File: src/rtl/hs_rr_arbiter_pkg.sv
// hs_rr_arbiter shared types and defaults.
// Build option: HS_ARB_FIXED_PRIO_EN selects fixed priority.
package hs_arb_pkg;

  localparam int DW_DEF = 7;

  typedef logic [0:0] state_t;

  localparam state_t S_EMPTY = 1'b0;
  localparam state_t S_FULL  = 1'b1;

endpackage

File: src/rtl/hs_rr_arbiter_if.sv
// Upstream request bus and downstream output channel.
// master drives requests; slave is the arbiter.
interface hs_rr_arbiter_if
  import hs_arb_pkg::*;
#(
  parameter int N  = 4,
  parameter int DW = DW_DEF
) ();

  localparam int IW = $clog2(N);

  logic [N-1:0]    req_valid;
  logic [N*DW-1:0] req_data;
  logic [N-1:0]    req_ready;
  logic            out_valid;
  logic [DW-1:0]   out_data;
  logic [IW-1:0]   out_src;
  logic            out_ready;

  modport master (
    output req_valid,
    output req_data,
    output out_ready,
    input  req_ready,
    input  out_valid,
    input  out_data,
    input  out_src
  );

  modport slave (
    input  req_valid,
    input  req_data,
    input  out_ready,
    output req_ready,
    output out_valid,
    output out_data,
    output out_src
  );

endinterface

File: src/rtl/hs_rr_arbiter_rr_pick.sv
// Wrap-around grant search starting at ptr.
// HS_ARB_FIXED_PRIO_EN: search always starts at 0.
module rr_pick #(
  parameter  int N  = 4,
  localparam int IW = $clog2(N)
) (
  input  logic [N-1:0]  req,
  input  logic [IW-1:0] ptr,
  output logic [N-1:0]  grant,
  output logic [IW-1:0] idx
);

  int start;

`ifdef HS_ARB_FIXED_PRIO_EN
  logic unused_ptr;
  assign unused_ptr = ^ptr;
  assign start = 0;
`else
  assign start = int'(ptr);
`endif

  // first valid index at or above start, wrapping
  always_comb begin
    int   j;
    logic found;
    grant = '0;
    idx   = '0;
    found = 1'b0;
    j     = 0;
    for (int k = 0; k < N; k++) begin
      j = start + k;
      if (j >= N) j = j - N;
      if (!found && req[j]) begin
        found    = 1'b1;
        grant[j] = 1'b1;
        idx      = IW'(j);
      end
    end
  end

endmodule

File: src/rtl/hs_rr_arbiter.sv
// N-to-1 round-robin handshake arbiter, 1-entry out reg.
// HS_ARB_FIXED_PRIO_EN: lowest valid index wins, no ptr.
module hs_rr_arbiter
  import hs_arb_pkg::*;
#(
  parameter  int N  = 4,
  parameter  int DW = DW_DEF,
  localparam int IW = $clog2(N)
) (
  input logic            clk,
  input logic            rst,
  hs_rr_arbiter_if.slave bus
);

  state_t          state_q;
  logic [DW-1:0]   data_q;
  logic [IW-1:0]   src_q;
  logic [IW-1:0]   ptr;
  logic [N-1:0]    grant;
  logic [IW-1:0]   idx;
  logic [DW-1:0]   sel_data;
  logic            can_load;
  logic            load;

  rr_pick #(.N(N)) u_pick (
    .req   (bus.req_valid),
    .ptr   (ptr),
    .grant (grant),
    .idx   (idx)
  );

  assign bus.out_valid = (state_q == S_FULL);
  assign bus.out_data  = data_q;
  assign bus.out_src   = src_q;

  assign can_load = ~bus.out_valid | bus.out_ready;

  // no handshake may complete while reset is held
  assign bus.req_ready = grant & {N{can_load & rst}};
  assign load          = |(bus.req_valid & bus.req_ready);

  // word of the granted requester
  always_comb begin
    sel_data = bus.req_data[int'(idx)*DW +: DW];
  end

`ifdef HS_ARB_FIXED_PRIO_EN
  assign ptr = '0;
`else
  // next search starts just past the last winner
  always_ff @(posedge clk or negedge rst) begin
    if (!rst) begin
      ptr <= '0;
    end else if (load) begin
      ptr <= (idx == IW'(N - 1)) ? '0 : idx + IW'(1);
    end
  end
`endif

  // output register: load wins over drain
  always_ff @(posedge clk or negedge rst) begin
    if (!rst) begin
      state_q <= S_EMPTY;
      data_q  <= '0;
      src_q   <= '0;
    end else if (load) begin
      state_q <= S_FULL;
      data_q  <= sel_data;
      src_q   <= idx;
    end else if (bus.out_ready) begin
      state_q <= S_EMPTY;
    end
  end

endmodule
File: src/flat_wrapper.sv
// flat-port wrapper written by rule: the top's interface ports become plain ports
module hs_rr_arbiter_flat import hs_arb_pkg::*;
#(
  parameter  int N  = 4,
  parameter  int DW = DW_DEF,
  localparam int IW = $clog2(N)
)
  (clk, rst, bus_req_valid, bus_req_data, bus_out_ready, bus_req_ready, bus_out_valid, bus_out_data, bus_out_src);
  hs_rr_arbiter_if #(.N(N), .DW(DW)) bus_i ();
  input logic clk;
  input logic rst;
  input wire logic [$bits(bus_i.req_valid)-1:0] bus_req_valid;
  input wire logic [$bits(bus_i.req_data)-1:0] bus_req_data;
  input wire logic [$bits(bus_i.out_ready)-1:0] bus_out_ready;
  output wire logic [$bits(bus_i.req_ready)-1:0] bus_req_ready;
  output wire logic [$bits(bus_i.out_valid)-1:0] bus_out_valid;
  output wire logic [$bits(bus_i.out_data)-1:0] bus_out_data;
  output wire logic [$bits(bus_i.out_src)-1:0] bus_out_src;
  assign bus_i.req_valid = bus_req_valid;
  assign bus_i.req_data = bus_req_data;
  assign bus_i.out_ready = bus_out_ready;
  assign bus_req_ready = bus_i.req_ready;
  assign bus_out_valid = bus_i.out_valid;
  assign bus_out_data = bus_i.out_data;
  assign bus_out_src = bus_i.out_src;
  hs_rr_arbiter #(.N(N), .DW(DW)) u_core (.clk(clk), .rst(rst), .bus(bus_i));
endmodule
File: config.mk
export PLATFORM = sky130hd
export DESIGN_NAME = hs_rr_arbiter_flat
export DESIGN_NICKNAME = d
export VERILOG_FILES = /design/src/rtl/hs_rr_arbiter_pkg.sv /design/src/rtl/hs_rr_arbiter_if.sv /design/src/rtl/hs_rr_arbiter_rr_pick.sv /design/src/rtl/hs_rr_arbiter.sv /design/src/flat_wrapper.sv
export SDC_FILE = /design/constraint.sdc
export NUM_CORES = 1
export LEC_CHECK = 0
export CAP_MARGIN = 20
export CELL_PAD_IN_SITES_DETAIL_PLACEMENT = 1
export CELL_PAD_IN_SITES_GLOBAL_PLACEMENT = 1
export CORE_UTILIZATION = 35
export CTS_CLUSTER_DIAMETER = 120
export DETAILED_ROUTE_END_ITERATION = 12
export PLACE_DENSITY_LB_ADDON = 0.08
export SLEW_MARGIN = 5
export SYNTH_ARGS = -nofsm -noshare
export SYNTH_HDL_FRONTEND = slang
export SYNTH_HIERARCHICAL = 1
export SYNTH_SLANG_ARGS = --single-unit
File: constraint.sdc
create_clock -name clk -period 4.86 [get_ports clk]
set_clock_uncertainty 0.15 [all_clocks]
set_input_delay 0.729 -clock clk [delete_from_list [all_inputs] [get_ports clk]]
set_output_delay 0.729 -clock clk [all_outputs]
set_load 0.02 [all_outputs]
==> run metrics, run 1 <==
reg2reg setup slack between 1 and 1.5 ns; crit path from u_core/ptr[1]; Hold Buf Count CTS 0; worst-margin pin slew about 0.7 ns; clock tree buffer depth 2; Bufs and invs on worst path 2; full die area 3496 um2; crit path max fanout 12; total iterations of the first detailed-routing run 2; core footprint between 3000 and 4000 um2; Area contributors post-synth dfrtp_1, mux4_2, mux2_2; Starting Density between 30 and 40%; Worst-Skew Late Latency roughly 0.27 ns; largest net degree at the start of global routing 18; post-synthesis compound-gate area fraction between 10% and 20%; mux cell area share after synthesis between 30% and 40%; Setup Fix Bufs, Post-CTS 0; CTS tree yes; vias in the first global route ~1100; crit start category flop; Post-Syn Instances slightly above 90; synthesized net count between 100 and 150; CP Data Arrival Time approximately 3.4 ns; crit-path max cell delay 0.61 ns; WS Path Type reg2out; CP delay by family, top buffers and inverters; clk slew on worst S/H paths around 0.08 ns; RR Startpoint u_core/ptr[1]; Via-to-Cell Ratio 5.321; Total Routed Length between 3000 and 4000 um; Synth cell types 31; Fin Hold WS roughly 0.36 ns; drc violations 0; Post-synth top cells dfrtp_1, mux2_2, mux4_2; Post-Synth Adder-Cell Area under 10%; GPL Wtd Cong a little over 0.8; Mean Syn Cell Area roughly 12 um2; ratio of cells with drive above 1 in the final layout a little under a quarter; share of the synthesized area in the top cell type a little over a quarter; Setup Viol. Count Final 0; capturing point of the worst reg2reg path u_core/bus.out_data[4]; area grow syn2layout 49.07%; Post-synth EDFFs 0; die width between 50 and 60 um; MaxCap Viol Count 0; leakage power 0.6851 nW; row cnt 20; leading area contributor after synthesis dfrtp_1; post-CTS sizing 0; status finished, final reports clean; io pins between 40 and 50; GRT overflow 0; cell area after synthesis 1142 um2; CP endpoint kind output pin; antenna viol nets, final 0; RSZ-0062 raised after global routing false; Post-Synth XOR/XNOR Area 0%; Setup crit end bus_req_ready[3]; slowest CP cell dfrtp_1; H-tree levels 1; # fillers 350; highest clock rate ~240 MHz; prevailing post-synth register cell dfrtp_1; largest family of logic cells by synthesized area multiplexers; FF-to-FF path depth 8; initial DRC count 32; DP Cell Count between 150 and 200; Hold Violations, Final 0; DR WL/cell roughly 17 um; asr flop ratio synth between 90% and 100%; DIE HEIGHT a little under 60 um; CP cell instances inv_1 -> ha_1 -> mux4_2 -> nor2b_4 -> a22oi_1 -> o21ai_1 -> and3_1 -> clkdlybuf4s50_1; Critical Path Stages 8; worst rel slew slack 53.40%; top-count cell post-synth dfrtp_1; port bufs 48; Final min period around 4.2 ns; #FFs+latches synth 12; simple-gate share of the synthesized area under 10%; n_diodes 0; number of buffers created by CTS 3; Setup TNS Final 0 ns; initial antenna violation count 0; Post-layout nets ~190; Power Dens Cells a little over 700 nW/um2; Detailed Place HPWL ~2500 um; Final period util around 87%; power consumption ~0.0012 W; CTS sink count 12; global-route wire length before repair ~5000 um; Peak supply drop roughly 0.00037 V; total number of vias between 900 and 1000; HP Class reg2reg; Clock Tree Root clkbuf_4; Seq/Total Area, Yosys around a quarter; yosys warns 6; WP data required 3.98 ns; Slew Viols, Final 0; Cell Count, Final, Fillers Out 187; GRT Total Usage 19.91%
-- registers in the layout (all words and copies together) (netlist names) --
register	cells
u_core/bus.out_data	7
u_core/bus.out_src	2
u_core/bus.out_valid	1
u_core/ptr	2
-- worst min-delay path by stage --
stage,startpoint,to,slack [ns],cells after the start
after detailed placement,u_core/bus.out_data[1],u_core/bus.out_data[1],0.35,1
final,u_core/bus.out_data[6],u_core/bus.out_data[6],0.36,1
after global placement,u_core/bus.out_data[2],u_core/bus.out_data[2],0.34,1
after global routing,u_core/bus.out_data[3],u_core/bus.out_data[3],0.38,1
after floorplan,rst,u_core/bus.out_data[0],0.28,0
after CTS,u_core/bus.out_data[3],u_core/bus.out_data[3],0.37,1
-- cells by family (layout without fill, tap and decap cells) --
group,after synthesis,in the layout
AO/OA/AOI/OAI,24,24
flip-flops,12,12
multiplexers,24,24
AND/OR/NAND/NOR,16,16
adder cells (fa/ha/maj),9,9
buffers and inverters,8,58
-- metrics by stage --
stage               util (%)  setup slack, ns  area [um2]
floorplan                  -            1.533        1142
global placement       54.15           0.7385        1667
finish                 55.33           0.6316        1703
detailed placement     54.15           0.6774        1667
global route           55.33           0.4111        1703
CTS                    55.33           0.6564        1703
-- worst reg2reg max path, delay by kind of cell, from the launching register on --
| family | cells | cell delay [ns] |
|---|---|---|
| muxes | 2 | 0.90 |
| AOI/OAI and AO/OA | 4 | 1.15 |
| DFF | 1 | 0.61 |
| adders and majority gates | 1 | 0.47 |
| buffers and inverters | 1 | 0.24 |
-- cells in the final DEF (no fill, tap or decap), types with 2 or more instances in the layout --
| master | synthesis | layout |
|---|---|---|
| a22o_1 | 3 | 3 |
| a22oi_1 | 8 | 8 |
| and3_1 | 5 | 5 |
| buf_4 | 1 | 3 |
| clkbuf_4 | 0 | 3 |
| clkdlybuf4s50_1 | 0 | 48 |
| dfrtp_1 | 12 | 12 |
| ha_1 | 9 | 9 |
| inv_1 | 2 | 2 |
| mux2_2 | 11 | 11 |
| mux2i_1 | 2 | 2 |
| mux4_2 | 10 | 10 |
| nand2_1 | 2 | 2 |
| nor2_1 | 3 | 3 |
| o21ai_1 | 6 | 6 |
-- routing by layer --
| layer | part of all wire [%] | vias up | wire length [um] | global-route usage, % |
|---|---|---|---|---|
| met5 | 0 | - | 0 | 0 |
| met4 | 0.35 | 0 | 11 | 2.041 |
| met3 | 3.6 | 2 | 112 | 3.712 |
| met2 | 53 | 28 | 1660 | 35.55 |
| met1 | 43 | 495 | 1335 | 25.91 |
| li1 | - | 470 | - | - |
-- final cells by class --
cell class,instances,area [um2],area share (%)
Multi-Input combinational cell,73,797.0,46.80
Timing Repair Buffer,51,503.0,29.54
Sequential cell,12,300.3,17.63
Tap cell,44,55.05,3.233
Clock buffer,4,36.28,2.131
Inverter,3,11.26,0.6613
-- power by group --
part | total [W] | switching (W) | leakage [nW] | internal [W]
sequential | 0.000193 | 0.0000388 | 0.143 | 0.000154
clock | 0.0000773 | 0.0000318 | 0.0210 | 0.0000455
combinational | 0.000965 | 0.000467 | 0.521 | 0.000498
total | 0.00123 | 0.000538 | 0.685 | 0.000697
(Power assumes the default switching activity.)
==> run 2: changes to the inputs <==
Settings changed: GPL_ROUTABILITY_DRIVEN from default to 0.
==> results of run 2 <==
Same layout as run 1: the final DEF is identical, and so are final timing and power.
